File: src/rtl/fetch_pkg.sv
// Shared types and constants for the instruction fetch sequencer.
package fetch_pkg;

    typedef enum logic [1:0] {
        IDLE = 2'd0,
        REQ  = 2'd1,
        WAIT = 2'd2,
        OUT  = 2'd3
    } fetch_state_t;

    localparam int          INSTR_W          = 32;
    localparam logic [31:0] PC_INC           = 32'd4;
    localparam logic [31:0] DEFAULT_RESET_PC = 32'h0000_0000;

endpackage

File: src/rtl/pc_target.sv
// Next-PC select: the sequential step or the taken-redirect target.
// Relative targets are base + imm with natural wrap. Absolute targets
// clear only bit 0, so bit 1 passes through and no alignment trap exists.
module pc_target
    import fetch_pkg::*;
#(
    parameter int WIDTH = 32
) (
    input  logic [WIDTH-1:0] pc,
    input  logic             redirect_valid,
    input  logic             redirect_abs,
    input  logic [WIDTH-1:0] redirect_base,
    input  logic [WIDTH-1:0] redirect_imm,
    output logic [WIDTH-1:0] next_pc
);

    logic [WIDTH-1:0] seq_pc_s;
    logic [WIDTH-1:0] redir_pc_s;

    // Compute both candidates and pick the redirect when one is taken.
    always_comb begin
        seq_pc_s = pc + WIDTH'(PC_INC);
        if (redirect_abs) begin
            redir_pc_s = {redirect_imm[WIDTH-1:1], 1'b0};
        end else begin
            redir_pc_s = redirect_base + redirect_imm;
        end
        if (redirect_valid) begin
            next_pc = redir_pc_s;
        end else begin
            next_pc = seq_pc_s;
        end
    end

endmodule

File: src/rtl/fetch_ctrl.sv
// Fetch sequencer: owns the PC, keeps one imem request in flight, buffers
// the returned instruction for decode and kills fetches made stale by a
// redirect. Only if_valid is combinational (masked by redirect_valid).
module fetch_ctrl
    import fetch_pkg::*;
#(
    parameter int               WIDTH    = 32,
    parameter logic [WIDTH-1:0] RESET_PC = WIDTH'(DEFAULT_RESET_PC)
) (
    input  logic               clk,
    input  logic               rst,
    input  logic               halt,
    output logic               imem_req_valid,
    input  logic               imem_req_ready,
    output logic [WIDTH-1:0]   imem_req_addr,
    input  logic               imem_resp_valid,
    input  logic [INSTR_W-1:0] imem_resp_data,
    input  logic               redirect_valid,
    input  logic               redirect_abs,
    input  logic [WIDTH-1:0]   redirect_base,
    input  logic [WIDTH-1:0]   redirect_imm,
    output logic               if_valid,
    input  logic               if_ready,
    output logic [INSTR_W-1:0] if_instr,
    output logic [WIDTH-1:0]   if_pc
);

    fetch_state_t       state_r;
    logic [WIDTH-1:0]   pc_r;
    logic [WIDTH-1:0]   next_pc_s;
    logic               kill_r;
    logic               req_valid_r;
    logic [INSTR_W-1:0] instr_r;
    logic [WIDTH-1:0]   out_pc_r;
    logic               req_fire_s;
    logic               resp_take_s;

    pc_target #(.WIDTH(WIDTH)) u_pc_target (
        .pc             (pc_r),
        .redirect_valid (redirect_valid),
        .redirect_abs   (redirect_abs),
        .redirect_base  (redirect_base),
        .redirect_imm   (redirect_imm),
        .next_pc        (next_pc_s)
    );

    // Handshake qualifiers and the redirect-masked decode valid.
    always_comb begin
        req_fire_s  = (state_r == REQ) && req_valid_r && imem_req_ready;
        resp_take_s = (state_r == WAIT) && imem_resp_valid && !kill_r && !redirect_valid;
        if_valid    = (state_r == OUT) && !redirect_valid;
    end

    assign imem_req_valid = req_valid_r;
    assign imem_req_addr  = pc_r;
    assign if_instr       = instr_r;
    assign if_pc          = out_pc_r;

    // Sequencer FSM, PC, kill flag and decode buffer. The request valid is
    // registered, so halt is sampled the cycle before it takes effect.
    always_ff @(posedge clk or negedge rst) begin
        if (!rst) begin
            state_r     <= IDLE;
            pc_r        <= RESET_PC;
            kill_r      <= 1'b0;
            req_valid_r <= 1'b0;
            instr_r     <= {INSTR_W{1'b0}};
            out_pc_r    <= {WIDTH{1'b0}};
        end else begin
            if (redirect_valid || resp_take_s) begin
                pc_r <= next_pc_s;
            end
            case (state_r)
                IDLE: begin
                    state_r     <= REQ;
                    req_valid_r <= !halt;
                end
                REQ: begin
                    if (req_fire_s) begin
                        // A redirect coincident with accept makes this fetch stale.
                        state_r     <= WAIT;
                        req_valid_r <= 1'b0;
                        kill_r      <= redirect_valid;
                    end else begin
                        req_valid_r <= !halt;
                    end
                end
                WAIT: begin
                    if (imem_resp_valid) begin
                        if (kill_r || redirect_valid) begin
                            kill_r      <= 1'b0;
                            state_r     <= REQ;
                            req_valid_r <= !halt;
                        end else begin
                            instr_r  <= imem_resp_data;
                            out_pc_r <= pc_r;
                            state_r  <= OUT;
                        end
                    end else if (redirect_valid) begin
                        kill_r <= 1'b1;
                    end
                end
                OUT: begin
                    if (redirect_valid || if_ready) begin
                        state_r     <= REQ;
                        req_valid_r <= !halt;
                    end
                end
                default: begin
                    state_r     <= IDLE;
                    kill_r      <= 1'b0;
                    req_valid_r <= 1'b0;
                end
            endcase
        end
    end

endmodule

File: config.mk
export PLATFORM = sky130hd
export DESIGN_NAME = fetch_ctrl
export DESIGN_NICKNAME = d
export VERILOG_FILES = /design/src/rtl/fetch_pkg.sv /design/src/rtl/pc_target.sv /design/src/rtl/fetch_ctrl.sv
export SDC_FILE = /design/constraint.sdc
export NUM_CORES = 1
export LEC_CHECK = 0
export BUFFER_PORTS_ARGS = -buffer_cell sky130_fd_sc_hd__buf_4
export CAP_MARGIN = 0
export CORE_MARGIN = 10
export CORE_UTILIZATION = 40
export CTS_BUF_LIST = sky130_fd_sc_hd__clkbuf_4
export CTS_CLUSTER_SIZE = 8
export DETAILED_ROUTE_END_ITERATION = 6
export HOLD_SLACK_MARGIN = 0.03
export PLACE_DENSITY = 0.69
export SLEW_MARGIN = 30
export SYNTH_ARGS = -nofsm -noshare
export SYNTH_HDL_FRONTEND = slang
export SYNTH_SLANG_ARGS = --single-unit
File: constraint.sdc
create_clock -name clk -period 2.3 [get_ports clk]
set_input_delay 0.46 -clock clk [delete_from_list [all_inputs] [get_ports clk]]
set_output_delay 0.46 -clock clk [all_outputs]
set_load 0.01 [all_outputs]
==> results of run 1 <==
==> worst reg2reg max path, stage by stage, from the launching register on <==
cell     delay, ns
dfrtp_1       0.40
inv_1         0.08
ha_2          0.20
and3b_2       0.22
and3_1        0.19
nor2b_1       0.21
and2_2        0.25
nand2_1       0.08
nor2_1        0.12
xnor2_1       0.08
a32o_1        0.20
nor3_1        0.16
==> flip-flops by register name (all words and copies together), names as in the netlist <==
signal	count
if_pc	32
if_instr	32
kill_r	1
imem_req_valid	1
state_r	2
imem_req_addr	32
==> logic make-up (layout without fill, tap and decap cells) <==
family / count (synthesis) / count (layout) / synth area share (%)
multiplexers: 69 / 69 / 12.6
adder cells (fa/ha/maj): 37 / 37 / 7.72
XOR/XNOR: 55 / 55 / 7.91
AND/OR/NAND/NOR: 158 / 158 / 12.2
flip-flops: 100 / 100 / 41.1
other: 0 / 1 / 0
buffers and inverters: 38 / 333 / 2.36
AO/OA/AOI/OAI: 153 / 153 / 16.2
==> placed cells by master (no fill, tap or decap), types with 5 or more instances in the layout <==
cell	instances
mux2i_1	7
a21oi_1	44
ha_4	6
ha_1	27
inv_1	12
clkbuf_4	9
buf_4	296
o211a_1	9
o21ai_0	33
nand3_1	19
nand2_1	59
buf_6	5
nor2b_1	7
o22ai_1	6
nor2_1	30
a21oi_2	7
mux2_2	62
dfrtp_1	100
xor2_1	27
a21o_1	17
xnor2_1	28
and3_1	14
==> routing by layer <==
metal	vias to the layer above	track usage [%]
met4	0	5.59
met2	197	30.5
met5	-	0
met1	2630	22.1
li1	2778	-
met3	23	4.06
==> what timing repair did <==
| action | in CTS | in global routing |
|---|---|---|
| hold buffers | 1 | 0 |
| buffers inserted | 6 | 8 |
| endpoints found under the setup margin | 9 | 11 |
| gates resized for setup | 15 | 19 |
| hold endpoints to repair | 23 | 0 |
| pin swaps | 15 | 19 |
| gates cloned | 0 | 0 |
==> how the worst max path moves through the flow <==
| stage | startpoint | endpoint | slack [ns] | cells past startpoint |
|---|---|---|---|---|
| finish | redirect_base[9] | imem_req_addr[27]$_DFFE_PN0N_ | -0.13 | 11 |
| global route | redirect_base[9] | imem_req_addr[31]$_DFFE_PN0N_ | -0.22 | 12 |
| floorplan | redirect_base[0] | imem_req_addr[22]$_DFFE_PN0N_ | -0.36 | 11 |
| global placement | redirect_base[0] | imem_req_addr[24]$_DFFE_PN0N_ | -0.69 | 12 |
| CTS | redirect_imm[0] | imem_req_addr[22]$_DFFE_PN0N_ | -0.007 | 12 |
| detailed placement | redirect_base[0] | imem_req_addr[24]$_DFFE_PN0N_ | -0.76 | 12 |
==> through the flow <==
stage	util [%]	setup TNS, ns	power [mW]
4_1_cts	58.3	-0.00786	7.25
3_3_place_gp	56.3	-8.64	6.06
5_1_grt	59.3	-1.29	7.69
3_5_place_dp	56.3	-9.83	6.18
6_report	59.3	-0.500	7.22
2_1_floorplan	-	-2.94	4.34
==> final cells by class <==
| class | count | area share [%] |
|---|---|---|
| antenna | 1 | 0.0280 |
| clock buffer | 9 | 0.755 |
| clock inverter | 7 | 1.02 |
| inverter | 13 | 0.545 |
| multi-input combinational | 472 | 41.1 |
| sequential | 100 | 28.0 |
| tap | 188 | 2.63 |
| timing repair buffer | 304 | 26.0 |
==> report_power, final <==
group | total, mW | internal [mW] | switching, mW
Combinational | 3.39 | 1.89 | 1.50
Clock | 1.02 | 0.437 | 0.588
Sequential | 2.81 | 2.40 | 0.412
==> flow_metrics.env, run 1 <==
export IMPL_status="finished with violations"
export IMPL_violations="setup timing"
export IMPL_period_needed_ns=2.43
export IMPL_period_share_pct=106
export IMPL_place_inst=1063
export IMPL_h_tree_depth=3
export IMPL_slew_headroom_pct=65.7
export IMPL_p_leak_nw=4.42
export IMPL_viasPerCell=5.14
export IMPL_final_cells=1094
export IMPL_crit_type="in -> reg"
export IMPL_stdcell_area_mm2=0.00895
export IMPL_cts_buffer_depth=2
export IMPL_ys_types=52
export IMPL_grt_max_degree=53
export IMPL_ant_nets=0
export IMPL_dpl_worst_slack_ns=-0.756
export IMPL_rows=45
export IMPL_ys_ff_latch=100
export IMPL_required_ns=2.67
export IMPL_synth_largest_area_cell="dfrtp_1"
export IMPL_port_buffers=201
export IMPL_cap_violations=0
export IMPL_slowest_delay_ns=0.39
export IMPL_layout_nets=1041
export IMPL_min_delay_path_depth=2
export IMPL_synth_nets=751
export IMPL_die_w_um=143
export IMPL_tightestPinTransition_ns=0.515
export IMPL_synth_seq_area_share_pct=41.1
export IMPL_final_max_slew_viol_count=0
export IMPL_r2r_start="state_r[0]$_DFFE_PN0P_"
export IMPL_hold_path_startpoint="halt"
export IMPL_core_area_mm2=0.0151
export IMPL_start_kind="primary input"
export IMPL_clkLatencyLatePin_ns=0.47
export IMPL_vias=5628
export IMPL_wl_per_cell_um=17.7
export IMPL_path_cells="buf_6, ha_4, a21o_1, a2111oi_4, nor3_2, a41o_1, a311o_1, a311oi_2, xor2_1, o211a_1, a21oi_2"
export IMPL_r2r_slack_ns=0.04
export IMPL_hold_violations=0
export IMPL_async_reset_ff_share_pct=100
export IMPL_vdd_ir_drop_max_mv=0.313
export IMPL_crit_family="compound AO/OA/AOI/OAI gates"
export IMPL_grt_ovfl_total=0
export IMPL_clock_sinks=100
export IMPL_gp_congestion=0.874
export IMPL_yosys_top_cells_count="dfrtp_1 (100), mux2_2 (62), nand2_1 (60)"
export IMPL_setup_viol=7
export IMPL_met3RoutedLength_mm=1.31
export IMPL_fillers=1273
export IMPL_die_h_um=143
export IMPL_m1WireLength_mm=8.60
export IMPL_synth_area_mm2=0.00609
export IMPL_setup_ws_ns=-0.133
export IMPL_ys_warn_count=0
export IMPL_numCtsBuffers=9
export IMPL_drc=0
export IMPL_cts_tree="done"
export IMPL_r2r_end="imem_req_addr[31]$_DFFE_PN0N_"
export IMPL_synth_top_area_share_pct=41.1
export IMPL_regArea_mm2=0.00250
export IMPL_synth_cells=610
export IMPL_synth_ff_type="dfrtp_1"
export IMPL_dr_max_layer_used="met4"
export IMPL_powerDensity_mw_per_mm2=807
export IMPL_endpoint_kind="register"
export IMPL_grt_pass1_vias=5865
export IMPL_dieArea_mm2=0.0206
export IMPL_synth_area_per_cell_um2=9.99
export IMPL_critPathMaxFanout=3
export IMPL_clkTransAtPathRegs_ns=0.15
export IMPL_wl_met2_mm=9.09
export IMPL_drive_above_1_share_pct=46.3
export IMPL_rsz0062_at_grt="yes"
export IMPL_cp_slowest_cell="a311o_1"
export IMPL_grt_first_pass_wirelength_mm=29.9
export IMPL_globalRouteTotalUtil_pct=17.9
export IMPL_grt_antenna_before_repair=1
export IMPL_fmax_ghz=0.411
export IMPL_min_to="imem_req_valid$_DFFE_PN0P_"
export IMPL_synth_edf_count=0
export IMPL_synthTopCellsByArea="dfrtp_1 (41%), mux2_2 (11%), ha_1 (7.4%)"
export IMPL_critical_path_buf_inv_count=1
export IMPL_multiInputGateArea_mm2=0.00368
export IMPL_hpwl_mm=15.5
export IMPL_cts_root_buf="clkbuf_4"
export IMPL_pin_count=202
export IMPL_routed_wirelength_mm=19.4
export IMPL_drtIter0Drc=212
export IMPL_hp_class="in -> reg"
export IMPL_reg2reg_depth=11
export IMPL_initial_utilization_pct=40.4
export IMPL_crit_arrival_ns=2.80
export IMPL_drt_pass1_iterations=4
export IMPL_fin_worst_skew_ns=0.0198
export IMPL_whs_ns=0.158
export IMPL_yosysMostFrequentCell="dfrtp_1"
export IMPL_syn_to_final_growth_pct=46.9
export IMPL_placed_area_mm2=0.00850
Power figures use the tool's default switching activity.
==> run 2, diff against run 1 <==
PLACE_DENSITY = 0.68   (was 0.69)
SYNTH_HIERARCHICAL = 1   (was not set)
==> run 2 against run 1 <==
Compared with the run above:
- the flow still finishes with violations (setup timing)
- count of clock-buffer cells in the layout is the same
- design area is 10% higher
- non-clock buffer count grew 47
- routed wire length up 5.3%
- register-to-register slack worse by 0.21 ns
- first-iteration DRC count rose by 18%
- clock skew increased by 0.0034 ns
- largest power group unchanged
==> flow_metrics.env, run 2 <==
export IMPL_status="finished with violations"
export IMPL_violations="setup timing"
export IMPL_synth_area_per_cell_um2=10.2
export IMPL_clkLatencyLatePin_ns=0.46
export IMPL_endpoint_kind="register"
export IMPL_h_tree_depth=3
export IMPL_cpMostUsedCell="a31oi_4"
export IMPL_drt_pass1_iterations=4
export IMPL_cts_root_buf="clkbuf_4"
export IMPL_synth_largest_area_cell="dfrtp_1"
export IMPL_cap_violations=0
export IMPL_synth_nets=785
export IMPL_yosysMostFrequentCell="dfrtp_1"
export IMPL_rsz0062_at_grt="yes"
export IMPL_grt_pass1_vias=6225
export IMPL_crit_family="compound AO/OA/AOI/OAI gates"
export IMPL_async_reset_ff_share_pct=100
export IMPL_p_int_mw=5.16
export IMPL_tightestPinTransition_ns=0.528
export IMPL_die_w_um=148
export IMPL_setup_ws_ns=-0.465
export IMPL_critical_path_buf_inv_count=2
export IMPL_pin_count=202
export IMPL_die_h_um=148
export IMPL_crit_type="in -> reg"
export IMPL_vdd_ir_drop_max_mv=0.596
export IMPL_final_max_slew_viol_count=0
export IMPL_grt_ovfl_total=0
export IMPL_crit_arrival_ns=3.11
export IMPL_ys_warn_count=6
export IMPL_grt_antenna_before_repair=1
export IMPL_syn_to_final_growth_pct=51.0
export IMPL_hold_path_startpoint="imem_resp_data[18]"
export IMPL_hold_violations=0
export IMPL_fin_worst_skew_ns=0.0232
export IMPL_ys_types=57
export IMPL_vias=6017
export IMPL_rows=46
export IMPL_placed_area_mm2=0.00933
export IMPL_period_needed_ns=2.76
export IMPL_globalRouteTotalUtil_pct=18.0
export IMPL_drc=0
export IMPL_synth_seq_area_share_pct=38.2
export IMPL_r2r_start="imem_req_addr[4]$_DFFE_PN0P_"
export IMPL_initial_utilization_pct=41.1
export IMPL_slowest_delay_ns=0.43
export IMPL_wl_per_cell_um=17.0
export IMPL_stdcell_area_mm2=0.00989
export IMPL_synth_ff_type="dfrtp_1"
export IMPL_ant_nets=0
export IMPL_synthTopCellsByArea="dfrtp_1 (38%), mux2_1 (10%), ha_1 (6.9%)"
export IMPL_port_buffers=201
export IMPL_numCtsBuffers=9
export IMPL_synth_area_mm2=0.00655
export IMPL_synth_cells=644
export IMPL_routed_wirelength_mm=20.4
export IMPL_switching_power_mw=2.99
export IMPL_cts_tree="done"
export IMPL_clkTransAtPathRegs_ns=0.17
export IMPL_final_cells=1200
export IMPL_drive_above_1_share_pct=46.2
export IMPL_cp_slowest_cell="a221o_1"
export IMPL_slew_headroom_pct=64.8
export IMPL_period_share_pct=120
export IMPL_drtIter0Drc=251
export IMPL_viasPerCell=5.01
export IMPL_power_frac_comb_pct=52.4
export IMPL_p_leak_nw=4.87
export IMPL_required_ns=2.65
export IMPL_layout_commonest_cell="buf_4"
export IMPL_critPathMaxFanout=4
export IMPL_core_area_mm2=0.0159
export IMPL_power_share_switching_pct=36.7
export IMPL_crit_start="redirect_imm[0]"
export IMPL_hpwl_mm=15.9
export IMPL_powerDensity_mw_per_mm2=824
export IMPL_total_power_mw=8.15
export IMPL_setup_viol=21
export IMPL_power_frac_seq_pct=36.0
export IMPL_clock_sinks=100
export IMPL_clockPowerShare_pct=11.7
export IMPL_ys_ff_latch=100
export IMPL_grt_first_pass_wirelength_mm=32.5
export IMPL_layout_nets=1119
export IMPL_fmax_ghz=0.362
export IMPL_path_cells="buf_6, ha_4, fa_2, a21o_1, a31oi_4, o21ai_2, a221o_1, nand2_2, a31oi_4, o22ai_2, buf_4, xnor2_1, o211ai_1, o21ai_1, mux2_4"
export IMPL_final_cell_mix="buf_4 (336), dfrtp_1 (100), mux2_1 (60), nand2_1 (49), a21oi_1 (42)"
export IMPL_gp_congestion=0.873
export IMPL_start_kind="primary input"
export IMPL_dieArea_mm2=0.0219
export IMPL_place_inst=1165
export IMPL_synth_top_area_share_pct=38.2
export IMPL_grt_max_degree=53
export IMPL_synth_edf_count=0
export IMPL_yosys_top_cells_count="dfrtp_1 (100), mux2_1 (61), a21oi_1 (51), nand2_1 (51), nor2_1 (38)"
export IMPL_cts_buffer_depth=2
export IMPL_hp_class="in -> reg"
[run 2: cell types whose count changed in the layout (fill, tap and decap cells not counted), moves of 4 or more]
cell     previous run  this run
buf_4             296       336
and3_1             14         7
o211a_1             9         2
a31oi_4             1         5
nor2_1             30        37
nand2_1            59        49
buf_6               5        10
o21ai_1             1         6
mux2_4              0        19
mux2_1              0        60
mux2_2             62        19
o21ai_0            33        26
[run 2: routing by layer]
layer | vias to the layer above | GRT usage [%] | part of all wire [%] | wire length [um]
met5 | - | 0 | 0 | 0
met4 | 0 | 3.32 | 0.71 | 144
met3 | 9 | 7.69 | 9.7 | 1970
met2 | 180 | 28.4 | 46 | 9300
met1 | 2845 | 22.6 | 44 | 8970
li1 | 2983 | - | - | -
[run 2: path summary, 6_finish.rpt]
kind	endpoint	slack [ns]	cells after the start
hold / removal	if_instr[18]$_DFFE_PN0P_	0.20	2
max in group asynchronous	imem_req_addr[20]$_DFFE_PN0P_	1.17	3
hold reg to reg	if_pc[11]$_DFFE_PN0P_	0.50	1
setup reg to reg	imem_req_addr[30]$_DFFE_PN0P_	-0.17	10
setup / recovery	imem_req_addr[22]$_DFFE_PN0P_	-0.46	15
min in group asynchronous	imem_req_addr[9]$_DFFE_PN0P_	0.51	2
[run 2: final cells by class]
type	count	area, um2
clock buffer	9	67.6
clock inverter	7	76.3
timing repair buffer	351	2720
fill	1370	6050
antenna	1	2.50
inverter	13	48.8
multi-input combinational	503	4200
sequential	100	2500
tap	216	270
[run 2: power by group through the flow]
stage / combinational (mW) / sequential, mW / clock (mW)
CTS: 4.25 / 2.94 / 0.992
detailed placement: 4.12 / 2.97 / 0
global placement: 4.06 / 2.93 / 0
floorplan: 1.48 / 3.32 / 0
global route: 4.66 / 3.04 / 1.05
finish: 4.27 / 2.93 / 0.950
[run 2: what timing repair did]
action	in CTS	in global routing
hold endpoints to repair	36	0
resized for setup	40	23
hold buffers	1	0
pin swaps	49	46
endpoints found under the setup margin	23	24
setup buffers	9	10
[run 2: logic make-up after synthesis]
kind of cell             after synthesis  synth area share (%)
AO/OA/AOI/OAI                        145                  14.0
XOR/XNOR                              55                  7.36
adder cells (fa/ha/maj)               37                  7.19
buffers and inverters                 41                  3.15
flip-flops                           100                  38.2
multiplexers                         108                  18.4
AND/OR/NAND/NOR                      158                  11.7
[run 2: per-stage QoR]
stage	setup WS [ns]	util (%)	hold WS, ns	TNS (ns)
after floorplan	-0.721	-	0.164	-8.71
after global placement	-0.990	58.5	0.468	-18.25
after detailed placement	-1.06	58.5	0.476	-19.11
after CTS	-0.408	61.0	0.162	-5.60
after global routing	-0.501	62.0	0.164	-8.45
final	-0.465	62.0	0.202	-6.77
